$ cat src/rtl/serial_subtractor_if.sv
// Handshake and data bundle for the bit-serial subtractor.
// The master drives the request and operands; the slave returns status and results.
interface serial_subtractor_if #(
  parameter int unsigned WIDTH = 8
);
  logic             start;
  logic [WIDTH-1:0] a;
  logic [WIDTH-1:0] b;
  logic             busy;
  logic             done;
  logic [WIDTH-1:0] diff;
  logic             borrow;
  logic             zero;
  logic             overflow;

  modport master (
    output start, a, b,
    input  busy, done, diff, borrow, zero, overflow
  );

  modport slave (
    input  start, a, b,
    output busy, done, diff, borrow, zero, overflow
  );
endinterface

$ cat src/rtl/serial_subtractor.sv
// Bit-serial two's-complement subtractor: diff = a - b, one bit per clock, LSB first,
// computed as a + ~b + 1 through a single registered full-adder slice.
module serial_subtractor #(
  parameter int unsigned WIDTH = 8,
  parameter int unsigned CW    = 6
) (
  input logic                clk,
  input logic                rst,
  serial_subtractor_if.slave bus
);

  typedef enum logic [1:0] {StIdle, StRun, StDone} state_e;

  state_e           state_q, state_d;
  logic [WIDTH-1:0] sa_q, sa_d;
  logic [WIDTH-1:0] sb_q, sb_d;
  logic [WIDTH-1:0] sr_q, sr_d;
  logic             c_q, c_d;
  logic [CW-1:0]    cnt_q, cnt_d;
  logic             a_msb_q, a_msb_d;
  logic             b_msb_q, b_msb_d;
  logic [WIDTH-1:0] diff_q, diff_d;
  logic             borrow_q, borrow_d;
  logic             zero_q, zero_d;
  logic             ovf_q, ovf_d;

  // Full-adder slice on the current LSBs with the subtrahend inverted.
  logic             nb;
  logic             s;
  logic             c_nxt;
  logic [WIDTH-1:0] sr_nxt;

  assign nb     = ~sb_q[0];
  assign s      = sa_q[0] ^ nb ^ c_q;
  assign c_nxt  = (sa_q[0] & nb) | (sa_q[0] & c_q) | (nb & c_q);
  assign sr_nxt = {s, sr_q[WIDTH-1:1]};

  // State and datapath registers, cleared asynchronously.
  always_ff @(posedge clk or posedge rst) begin
    if (rst) begin
      state_q  <= StIdle;
      sa_q     <= '0;
      sb_q     <= '0;
      sr_q     <= '0;
      c_q      <= 1'b0;
      cnt_q    <= '0;
      a_msb_q  <= 1'b0;
      b_msb_q  <= 1'b0;
      diff_q   <= '0;
      borrow_q <= 1'b0;
      zero_q   <= 1'b0;
      ovf_q    <= 1'b0;
    end else begin
      state_q  <= state_d;
      sa_q     <= sa_d;
      sb_q     <= sb_d;
      sr_q     <= sr_d;
      c_q      <= c_d;
      cnt_q    <= cnt_d;
      a_msb_q  <= a_msb_d;
      b_msb_q  <= b_msb_d;
      diff_q   <= diff_d;
      borrow_q <= borrow_d;
      zero_q   <= zero_d;
      ovf_q    <= ovf_d;
    end
  end

  // Next-state logic: capture in IDLE, one bit per RUN edge, publish results on the last bit.
  always_comb begin
    state_d  = state_q;
    sa_d     = sa_q;
    sb_d     = sb_q;
    sr_d     = sr_q;
    c_d      = c_q;
    cnt_d    = cnt_q;
    a_msb_d  = a_msb_q;
    b_msb_d  = b_msb_q;
    diff_d   = diff_q;
    borrow_d = borrow_q;
    zero_d   = zero_q;
    ovf_d    = ovf_q;

    unique case (state_q)
      StIdle: begin
        if (bus.start) begin
          sa_d    = bus.a;
          sb_d    = bus.b;
          a_msb_d = bus.a[WIDTH-1];
          b_msb_d = bus.b[WIDTH-1];
          c_d     = 1'b1;  // the +1 of the two's-complement negation
          cnt_d   = '0;
          state_d = StRun;
        end
      end
      StRun: begin
        sa_d  = sa_q >> 1;
        sb_d  = sb_q >> 1;
        c_d   = c_nxt;
        sr_d  = sr_nxt;
        cnt_d = cnt_q + CW'(1);
        if (cnt_q == CW'(WIDTH - 1)) begin
          state_d  = StDone;
          diff_d   = sr_nxt;
          borrow_d = ~c_nxt;
          zero_d   = (sr_nxt == '0);
          ovf_d    = (a_msb_q != b_msb_q) && (sr_nxt[WIDTH-1] != a_msb_q);
        end
      end
      StDone: begin
        state_d = StIdle;
      end
      default: begin
        state_d = StIdle;
      end
    endcase
  end

  assign bus.busy     = (state_q != StIdle);
  assign bus.done     = (state_q == StDone);
  assign bus.diff     = diff_q;
  assign bus.borrow   = borrow_q;
  assign bus.zero     = zero_q;
  assign bus.overflow = ovf_q;

endmodule

$ cat src/flat_wrapper.sv
// flat-port wrapper written by rule: the top's interface ports become plain ports
module serial_subtractor_flat 
#(
  parameter int unsigned WIDTH = 8,
  parameter int unsigned CW    = 6
)
  (clk, rst, bus_start, bus_a, bus_b, bus_busy, bus_done, bus_diff, bus_borrow, bus_zero, bus_overflow);
  serial_subtractor_if #(.WIDTH(WIDTH)) bus_i ();
  input logic clk;
  input logic rst;
  input wire logic [$bits(bus_i.start)-1:0] bus_start;
  input wire logic [$bits(bus_i.a)-1:0] bus_a;
  input wire logic [$bits(bus_i.b)-1:0] bus_b;
  output wire logic [$bits(bus_i.busy)-1:0] bus_busy;
  output wire logic [$bits(bus_i.done)-1:0] bus_done;
  output wire logic [$bits(bus_i.diff)-1:0] bus_diff;
  output wire logic [$bits(bus_i.borrow)-1:0] bus_borrow;
  output wire logic [$bits(bus_i.zero)-1:0] bus_zero;
  output wire logic [$bits(bus_i.overflow)-1:0] bus_overflow;
  assign bus_i.start = bus_start;
  assign bus_i.a = bus_a;
  assign bus_i.b = bus_b;
  assign bus_busy = bus_i.busy;
  assign bus_done = bus_i.done;
  assign bus_diff = bus_i.diff;
  assign bus_borrow = bus_i.borrow;
  assign bus_zero = bus_i.zero;
  assign bus_overflow = bus_i.overflow;
  serial_subtractor #(.WIDTH(WIDTH), .CW(CW)) u_core (.clk(clk), .rst(rst), .bus(bus_i));
endmodule
$ cat config.mk
export PLATFORM = sky130hd
export DESIGN_NAME = serial_subtractor_flat
export DESIGN_NICKNAME = d
export VERILOG_FILES = /design/src/rtl/serial_subtractor_if.sv /design/src/rtl/serial_subtractor.sv /design/src/flat_wrapper.sv
export SDC_FILE = /design/constraint.sdc
export NUM_CORES = 1
export LEC_CHECK = 0
export CORE_MARGIN = 2
export CORE_UTILIZATION = 45
export DETAILED_ROUTE_END_ITERATION = 12
export HOLD_SLACK_MARGIN = 0.05
export PLACE_DENSITY = 0.79
export REMOVE_ABC_BUFFERS = 1
export SETUP_SLACK_MARGIN = 0.1
export SLEW_MARGIN = 5
export SYNTH_ARGS = -nofsm -noshare
export SYNTH_HDL_FRONTEND = slang
export SYNTH_SLANG_ARGS = --single-unit
$ cat constraint.sdc
create_clock -name clk -period 2.2 [get_ports clk]
set_input_delay 0.44 -clock clk [delete_from_list [all_inputs] [get_ports clk]]
set_output_delay 0.44 -clock clk [all_outputs]
set_load 0.02 [all_outputs]
==> run metrics <==
Synth Warn # 0; PostCTS Resize Cnt 0; Leak Pwr 1.128 nW; CTS Buffer Depth 2; Clock Latency Late Sink 0.30 ns; # setup viols final 0; Final nets 239; synth-to-layout area growth 22.20%; Reg clk slew, reported paths 0.08 ns; Worst Tran Pin Value 1.104 ns; sequential cell area fraction in the yosys report 57.58%; Pwr Density 1388 mW/mm²; worst path arrival time 1.61 ns; Post-DP HPWL ~2.3 mm; GR Util met1 20.84%; DRT Wirelength 3.467 mm; max-slew violations 0; DRC 0; Max Clock Skew between 0.005 and 0.006 ns; met2 usage 25.82%; clk sinks 45; Yosys reg bits 45; Fin. Hold Viols 0; vias per inst 5.178; CP startpoint kind flop; post-route ant nets 0; cell count after synthesis roughly 180; TritonRoute pass-1 iters 5; WP data required 1.76 ns; die area 0.004889 mm²; CTS HTree Levels 2; Diodes inserted 0; Die X ~70 µm; Max Cap Viol 0; clock root buffer clkbuf_8; Peak supply drop 0.6723 mV; Synth Cell Area 0.001956 mm²; Final Critical Period 2.055 ns; Synth area leaders dfrtp_1 58%, nand2_1 12%, mux2_4 5.4%, a22oi_1 3.8%, mux2i_1 2.0%; RSZ-0062 raised after global routing false; Remaining Overflow, GRT 0; core area between 0.004 and 0.005 mm²; Worst setup EP type output port; first-pass GRT wire length 6.175 mm; GRT Max-Usage Layer met2; post-place setup slack 0.03773 ns; Vias 1393; worst min path class reg2reg; drt wl/cell 12.89 µm; post-CTS setup buffers 0; CTS buffer count 5; library cells used by synthesis 33; met3 Track Usage GR around 3%; post-synth top area share 57.58%; leading area contributor after synthesis dfrtp_1; Fmax 486.6 MHz; PnR worst setup slack 0.1450 ns; critical path peak fanout 7; Final period util 93.41%; IO buf count 31; CTS Hold Buffers Added 0; row cnt 23; layout cells sized above 1 roughly an eighth; relative slew slack 26.25%; Die Span Y about 70 µm; DR iter-0 viols 63; CTS tree yes; Final Wtd Congestion 0.7298; # IOs 32; CP Class reg2out; initial antenna violation count 0; Initial Util 47.86%; largest net degree at the start of global routing 46; Tot GR Track Use 15.74%; vias in the first global route between 1k and 1.5k; status completed; Synth Area per Inst ~11 µm²; Setup Total Neg Slack 0 ns
==> cell usage in the layout (no fill, tap or decap), types with 2 or more instances in the layout <==
cell,instances
nand2_1,62
mux2_2,2
o22ai_1,4
mux2_4,7
nand3_1,2
mux2i_1,4
clkbuf_8,5
nor4_1,2
inv_1,3
buf_4,5
dfrtp_1,45
nor2_1,5
o21ai_0,6
nand2b_1,2
clkinv_2,2
nor2b_1,2
nor3_1,4
a22oi_1,10
clkdlybuf4s50_1,31
==> critical path, stage by stage (launching register included) <==
cell             delay, ns
dfrtp_1               0.47
or2_2                 0.32
clkdlybuf4s50_1       0.53
==> flip-flops by register name, indices dropped and copies added, names as in the netlist <==
signal and count:
u_core.cnt_q 6, u_core.sa_q 8, u_core.b_msb_q 1, u_core.state_q 2, u_core.c_q 1, u_core.bus.diff 8
u_core.bus.overflow 1, u_core.sr_q 7, u_core.a_msb_q 1, u_core.bus.zero 1, u_core.sb_q 8, u_core.bus.borrow 1
==> cell usage after synthesis <==
cell,instances
nand4_1,1
dfrtp_1,45
or3_4,1
o21bai_1,1
a22oi_1,10
and3_1,1
nor2_1,5
mux2_4,7
nor4_1,2
nand3_1,2
o22ai_1,4
mux2_2,2
or2_2,1
inv_1,4
buf_12,1
nor3b_2,1
o21ai_0,6
nand2_1,62
mux2i_1,4
fa_1,1
buf_2,1
or3b_2,1
nand3b_1,1
buf_6,1
a21oi_1,1
o21ba_2,1
nor3_1,4
nor3_4,1
nand2b_1,2
clkbuf_1,6
nor2b_1,2
ha_1,1
xor2_1,1
==> per-layer routing <==
| metal | up-vias | part of all wire, % |
|---|---|---|
| met5 | - | 0 |
| met4 | 0 | 1.4 |
| met3 | 7 | 4.6 |
| met2 | 39 | 45 |
| met1 | 663 | 49 |
| li1 | 684 | - |
==> through the flow <==
| stage | total power [mW] | cells | area [µm²] | hold WS [ns] | util, % |
|---|---|---|---|---|---|
| floorplan | 2.353 | 175 | 1897 | 0.4459 | - |
| global placement | 2.804 | 261 | 2307 | 0.4597 | 56.46 |
| detailed placement | 2.855 | 261 | 2307 | 0.4631 | 56.46 |
| CTS | 3.346 | 269 | 2390 | 0.4825 | 58.48 |
| global route | 3.586 | 269 | 2390 | 0.5046 | 58.48 |
| finish | 3.317 | 269 | 2390 | 0.4822 | 58.48 |
==> where the power goes <==
part	switching, mW	total (mW)	internal, mW
Clock	0.271	0.491	0.220
Sequential	0.257	1.44	1.19
Combinational	0.712	1.38	0.670
==> logic make-up (layout without fill, tap and decap cells) <==
| group | Yosys count | count (layout) | share of synthesized area [%] |
|---|---|---|---|
| AO/OA/AOI/OAI | 23 | 23 | 7.805 |
| buffers and inverters | 13 | 48 | 3.774 |
| adder cells (fa/ha/maj) | 2 | 2 | 1.663 |
| XOR/XNOR | 1 | 1 | 0.4479 |
| AND/OR/NAND/NOR | 87 | 87 | 20.15 |
| multiplexers | 13 | 13 | 8.573 |
| flip-flops | 45 | 45 | 57.58 |
==> final timing paths <==
check / start / endpoint / slack (ns) / cells past startpoint
setup / recovery: u_core.state_q[1]$_DFFE_PP0P_ / bus_busy / 0.15 / 2
hold / removal: u_core.sa_q[4]$_DFFE_PP0P_ / u_core.sa_q[4]$_DFFE_PP0P_ / 0.48 / 2
setup reg to reg: u_core.cnt_q[3]$_DFFE_PP0P_ / u_core.bus.diff[3]$_DFFE_PP0P_ / 0.42 / 4
hold reg to reg: u_core.sa_q[4]$_DFFE_PP0P_ / u_core.sa_q[4]$_DFFE_PP0P_ / 0.48 / 2
max in group asynchronous: rst / u_core.sr_q[7]$_DFFE_PP0P_ / 1.23 / 3
min in group asynchronous: rst / u_core.bus.borrow$_DFFE_PP0P_ / 0.59 / 3
==> final cells by class <==
cell class / count / area [µm²]
Clock buffer: 6 / 72.57
Clock inverter: 2 / 10.01
Fill cell: 368 / 1697
Inverter: 4 / 15.01
Multi-Input combinational cell: 126 / 755.7
Sequential cell: 45 / 1126
Tap cell: 50 / 62.56
Timing Repair Buffer: 36 / 347.8
Note: power is estimated with default switching activity, not from simulation.
